==> config.mk <==
export PLATFORM = sky130hd
export DESIGN_NAME = if_fetch
export DESIGN_NICKNAME = d
export VERILOG_FILES = /design/src/rtl/if_fetch.sv
export SDC_FILE = /design/constraint.sdc
export NUM_CORES = 1
export LEC_CHECK = 0
export BUFFER_PORTS_ARGS = -buffer_cell sky130_fd_sc_hd__buf_2
export CORE_UTILIZATION = 53
export DETAILED_ROUTE_END_ITERATION = 16
export PLACE_DENSITY_LB_ADDON = 0.05
export SETUP_SLACK_MARGIN = 0.15
export SLEW_MARGIN = 30
export SYNTH_ARGS = -nofsm -noshare
export SYNTH_HDL_FRONTEND = slang
export SYNTH_SLANG_ARGS = --single-unit
==> constraint.sdc <==
create_clock -name clk -period 6.8 [get_ports clk]
set_input_delay 1.36 -clock clk [delete_from_list [all_inputs] [get_ports clk]]
set_output_delay 1.36 -clock clk [all_outputs]
set_load 0.01 [all_outputs]
==> src/rtl/if_fetch.sv <==
// Instruction fetch stage: PC register, START/RUN/HALT sequencing and the IF/ID pipeline register.
// Optional performance counters are enabled with `define IF_FETCH_PERF_CNT_EN.
module if_fetch #(
  parameter logic [31:0] RESET_PC = 32'h0000_0000
) (
  input  logic        clk,
  input  logic        rst_n,
  input  logic        stall,
  input  logic        flush,
  input  logic [31:0] branch_target,
  input  logic [31:0] instruction,
  output logic [31:0] read_adress,
  output logic [31:0] if_id_instr,
  output logic [31:0] if_id_pc4,
  output logic        if_id_valid,
`ifdef IF_FETCH_PERF_CNT_EN
  output logic [31:0] fetch_count,
  output logic [31:0] bubble_count,
`endif
  output logic        halted
);

  typedef enum logic [1:0] {
    START = 2'd0,
    RUN   = 2'd1,
    HALT  = 2'd2
  } state_e;

  localparam logic [31:0] HALT_WORD = 32'hFFFF_FFFF;

  state_e      state_q, state_d;
  logic [31:0] pc_q, pc_d;
  logic [31:0] instr_q, instr_d;
  logic [31:0] pc4_q, pc4_d;
  logic        valid_q, valid_d;
  logic [31:0] pc_plus4;
  logic [31:0] reset_pc_aligned;
  logic [31:0] redirect_pc;
  logic        capture_valid;
  logic        bubble;

  assign pc_plus4         = pc_q + 32'd4;
  assign reset_pc_aligned = {RESET_PC[31:2], 2'b00};
  assign redirect_pc      = branch_target & 32'hFFFF_FFFC;

  always_comb begin
    state_d       = state_q;
    pc_d          = pc_q;
    instr_d       = instr_q;
    pc4_d         = pc4_q;
    valid_d       = valid_q;
    capture_valid = 1'b0;
    bubble        = 1'b0;
    if (flush) begin
      // Redirect wins over stall in every state; if_id_pc4 is left untouched.
      pc_d    = redirect_pc;
      instr_d = '0;
      valid_d = 1'b0;
      state_d = RUN;
      bubble  = (state_q == RUN);
    end else begin
      unique case (state_q)
        START: state_d = RUN;
        RUN: begin
          if (stall) begin
            bubble = 1'b1;
          end else begin
            capture_valid = 1'b1;
            instr_d       = instruction;
            pc4_d         = pc_plus4;
            valid_d       = 1'b1;
            if (instruction == HALT_WORD) begin
              state_d = HALT;
            end else begin
              pc_d = pc_plus4;
            end
          end
        end
        HALT: begin
          if (!stall) begin
            valid_d = 1'b0;
          end
        end
        default: state_d = START;
      endcase
    end
  end

  always_ff @(posedge clk) begin
    if (!rst_n) begin
      state_q <= START;
      pc_q    <= reset_pc_aligned;
      instr_q <= '0;
      pc4_q   <= '0;
      valid_q <= 1'b0;
    end else begin
      state_q <= state_d;
      pc_q    <= pc_d;
      instr_q <= instr_d;
      pc4_q   <= pc4_d;
      valid_q <= valid_d;
    end
  end

  assign read_adress = pc_q;
  assign if_id_instr = instr_q;
  assign if_id_pc4   = pc4_q;
  assign if_id_valid = valid_q;
  assign halted      = (state_q == HALT);

`ifdef IF_FETCH_PERF_CNT_EN
  logic [31:0] fetch_cnt_q, bubble_cnt_q;

  always_ff @(posedge clk) begin
    if (!rst_n) begin
      fetch_cnt_q  <= '0;
      bubble_cnt_q <= '0;
    end else begin
      if (capture_valid) fetch_cnt_q <= fetch_cnt_q + 32'd1;
      if (bubble) bubble_cnt_q <= bubble_cnt_q + 32'd1;
    end
  end

  assign fetch_count  = fetch_cnt_q;
  assign bubble_count = bubble_cnt_q;
`else
  logic unused_perf;
  assign unused_perf = capture_valid | bubble;
`endif

endmodule

# [Yosys cells after proc, flatten, opt, wreduce, memory -nomap -nowiden]
# Cells that the tools add are included.
# Widths: inputs -> output; s select.
[classes] n_eq_ne=11 mul=0 magnitude_cmp=0 add_sub_neg=1 bitwise_logic=5 n_mux=11 n_reduce_logical=11 shift=0 div_mod_pow=0
[op_table] op="$mux 32" n=4
[op_table] op="$add 32x3->32 const B" n=1
[op_table] op="$eq 32x32->1 const B" n=1
[op_table] op="$reduce_and 3->1" n=6
[op_table] op="$ne 2x2->1 const B" n=4
[op_table] op="$pmux 2 s3" n=1
[op_table] op="$not 1->1" n=5
[op_table] op="$mux 2" n=2
[op_table] op="$ne 2x1->1 const B" n=2
[op_table] op="$reduce_bool 2->1" n=2
[op_table] op="$mux 1" n=3
[op_table] op="$ne 3x2->1 const B" n=1
[op_table] op="$ne 3x3->1 const B" n=1
[op_table] op="$eq 2x1->1 const B" n=1
[op_table] op="$eq 2x2->1 const B" n=1
[op_table] op="$logic_not 2->1" n=1
[op_table] op="$pmux 1 s2" n=1
[op_table] op="$reduce_and 2->1" n=1
[op_table] op="$reduce_or 2->1" n=1
[word_totals] latch_bits=0 word_cells=46 in_bits=68 regBits=99 out_inout_bits=98 ramBits=0 mem_bits_ro=0 mem_count=0

# [Longest topological paths before layout]
[depth] depth_word=5 mapped_depth=7 mapped_depth_nobuf=6

# [Worst setup path after synthesis]
# No wires, ideal clock.
[synth_path] kind="input to register" from="input instruction[12]" to="register pc_q[13], in the netlist read_adress[13]" cell_stages=6 required_time_ns=6.678 path_buffers=1 arrival_ns=2.743 setup_ns=0.122 setup_slack_ns=3.935 path_cell_list="nand4_1 nor4_1 and2_1 clkbuf_1 nor4_1 o311a_1"
[synth_between] elab_chain_len=3
[synth_lines] item="start: declaration" line="11" source="input logic [31:0] instruction,"
[synth_lines] item="$eq 32x32->1" line="72" source="if (instruction == HALT_WORD) begin"
[synth_lines] item="$ne 2x2->1 (no source line)"
[synth_lines] item="$reduce_and 3->1 (no source line)"
[synth_lines] item="end signal: assignment" line="92" source="pc_q <= reset_pc_aligned;"
[synth_lines] item="end signal: assignment" line="98" source="pc_q <= pc_d;"
[synth_lines] item="end: declaration" line="32" source="logic [31:0] pc_q, pc_d;"
# No other way between the ends.
# A chain may end at the register's enable or synchronous reset.

# [Worst setup path in the final report]
[layout_path] from="input flush" to="register pc_q[4], in the netlist read_adress[4]"
[layout_between] elab_chain_len=2 word_cells_on_any_way=5 classes_between="eq/ne (2); mux (1); reduce/logical (2)"
[layout_lines] item="start: declaration" line="9" source="input logic flush,"
[layout_lines] item="$ne 2x2->1 (no source line), or another cell as far along"
[layout_lines] item="$reduce_and 3->1 (no source line)"
# Several ways; a longest one is shown, not always the timed one.

==> out/summary.txt <==
=========================================================================================
Number of nets still failing antenna checks after routing                               0
Buffer levels on the longest clock path                                                 2
Number of cell rows                                                                    32
Proportion of register bits with asynchronous set or reset after synthesis             0%
Fill count                                                                            717
Number of cells in the finished layout apart from fillers                             776
Slowest stage cell, crit path                                                    clkinv_1
Floorplan core area                                                             7810 um^2
PostCTS Resize Cnt                                                                      0
Category of the most critical setup path                                     input pin to flop
Worst path max stage delay                                                        0.88 ns
Number of setup violations in the final report                                          0
Result of the run                                                               completed
Worst ir drop on vdd                                                               110 uV
Number of hold violations in the final report                                           0
Commonest non-fill, non-tap cells in the layout                              buf_2 (159), dfxtp_1 (95), nand2_1 (88)
Arr. time, crit path                                                              3.85 ns
Largest cells by area after synthesis                                        dfxtp_1 (44%), a21oi_1 (7.8%), nand2_1 (7.7%)
Most common library cell in the layout ignoring fill and taps                       buf_2
Cts bufs inserted                                                                       9
First-iteration detailed-routing DRC count                                            209
Total clock sinks                                                                      95
Clk Latency, worst-skew pair                                                      0.35 ns
Wire length of the first global-routing pass                                      18.6 mm
Largest net degree at the start of global routing                                      52
Routing layer with the top usage in global route                                     met2
Transition at the pin with the smallest max-transition slack                     0.896 ns
Share of cells above drive strength 1                                               29.7%
Detailed-placement wirelength estimate                                            7.98 mm
Clock root cell                                                                  clkbuf_8
Mapped cell area                                                                4340 um^2
Total of max-cap violations                                                             0
Post-layout minimum cycle time                                                    3.59 ns
Max Freq                                                                          279 MHz
Leakage                                                                           2.19 nW
Final weighted congestion of routability-driven global placement                    0.806
Residual DRC                                                                            0
Total setup buffers inserted after CTS                                                  0
Full die area                                                                   8560 um^2
GR Util met3                                                                        5.34%
Number of distinct standard cells referenced by the synthesized netlist                53
Via count of the first global-routing pass                                           4009
CTS tree                                                                             done
Overall power after layout                                                      0.00112 W
Chip height                                                                       92.5 um
Predominant post-synthesis flop cell                                              dfxtp_1
Global-route usage over all layers                                                  27.1%
Setup TNS after final layout                                                         0 ns
I/O pin count                                                                         166
Crit start category                                                             input pin
H-Tree Level Count                                                                      3
Number of enable-type register cells in the synthesized netlist                         0
Cell area after layout                                                          5400 um^2
Post-Synthesis Mean Instance Area                                               8.21 um^2
DR pass1 iterations                                                                     4
Per-cell via count in the routed design                                              5.52
Yosys top cell by area                                                            dfxtp_1
# placed instances                                                                    760
Hold buffer count at CTS                                                                0
Clock-pin slew on the worst setup and hold paths                                  0.09 ns
Critical-path maximum fanout                                                           33
Initial standard-cell utilization of the core                                       55.6%
Cell Pwr Density                                                              208 nW/um^2
Gate count after technology mapping                                                   529
Net count reported at finish                                                          738
Final period utilization                                                            52.7%
Worst max-slew margin expressed relative to the limit                               39.7%
Area of the multi-input gates                                                   2290 um^2
Setup repair after global routing missed its margin                                 false
Met1 Track Usage GR                                                                 33.9%
Horizontal extent of the die                                                      92.5 um
Worst min-delay path category                                                flop to flop
Footprint of the flip-flops and latches                                         1900 um^2
Maximum clock skew at final layout                                              0.0138 ns
Max-slew violation total from the final report                                          0
Routed vias                                                                          4284
Post-DR wirelength/cell                                                           14.6 um
Sequential element share of the synthesized area                                    43.8%
Sequence of cells on the critical path                                       buf_2, clkinv_1, nand2_1, a21oi_1, buf_4, a21o_1, a311oi_1
Register bit total from synthesis                                                      95
Area overhead of the layout relative to synthesis                                   24.3%
Final WL                                                                          11.3 mm
Endpoint kind of the worst setup timing path                                         flop
Required @ worst endpoint                                                         7.06 ns
Diode insertion count for antenna repair                                                0
Total of warnings raised by yosys                                                       0
Placement-stage cell area                                                       5210 um^2
Global Route met2 Usage                                                             45.1%
Number of buffer cells added on primary ports                                         159
Fraction of synthesized cell area taken by the top area cell type                   43.8%
Sum of overflow across all layers after global routing                                  0
Antenna violations before repair                                                        0
=========================================================================================
==> worst max-delay path: cells and delay by family <==
| kind | cells | cell delay, ns |
|---|---|---|
| AO/OA/AOI/OAI | 3 | 0.48 |
| buffers and inverters | 3 | 1.56 |
| AND/OR/NAND/NOR | 1 | 0.42 |
==> worst paths after layout <==
path / to / start / cells past startpoint / slack, ns
max reg2reg: read_adress[27] / read_adress[4] / 5 / 4.36
min: if_id_instr[0] / if_id_instr[0] / 2 / 0.45
min reg2reg: if_id_instr[0] / if_id_instr[0] / 2 / 0.45
max: read_adress[4] / flush / 7 / 3.21
==> power by group <==
group	switching, W	internal, W
Sequential	0.0000278	0.000582
Clock	0.000195	0.000171
Combinational	0.0000842	0.0000642
==> cell usage after synthesis (all sizes together), types with 2 or more instances <==
cell type	number
and4	2
a21oi	68
or2	2
nor4	9
or4	4
buf	9
mux2	6
o21a	2
nand4	16
xnor2	24
a311oi	3
and3	3
nor2	26
nand2	89
o311ai	5
nand2b	2
or3	3
nand3	16
nor3	6
o31a	2
o21ai	30
a2111oi	5
a211oi	24
nor3b	2
a31oi	5
inv	7
clkbuf	31
dfxtp	95
and2	4
xor2	14
a21o	2
==> layer usage <==
layer	vias up	part of all wire, %
met5	-	0
met4	0	2.6
met3	29	6.7
met2	147	47
met1	1942	43
li1	2166	-
==> through the flow <==
stage          setup slack [ns]  util [%]  hold WS [ns]
2_1_floorplan              3.94         -         0.481
3_3_place_gp               3.10      66.3         0.440
3_5_place_dp               3.05      66.7         0.444
4_1_cts                    3.40      69.2         0.457
5_1_grt                    2.96      69.2         0.476
6_report                   3.21      69.2         0.454
==> final cells by class <==
cell class                 instances  share of cell area, %
multi-input combinational        390                   42.3
clock buffer                      11                   2.43
inverter                           7                  0.487
timing repair buffer             166                   16.1
sequential                        95                   35.2
clock inverter                     5                   1.09
tap                              102                   2.36
==> logic make-up after synthesis <==
family	share of synthesized area (%)
simple gates	20.5
compound gates	21.7
flops	43.8
buf+inv	4.49
xor+xnor	7.66
mux	1.56
fa+ha+maj	0.288
other cells	0.0863
==> sequential cells by signal, summed over array words and instances (netlist names) <==
signal	cells
if_id_instr	32
if_id_pc4	30
if_id_valid	1
read_adress	30
state_q	2
Note: power is estimated with default switching activity, not from simulation.
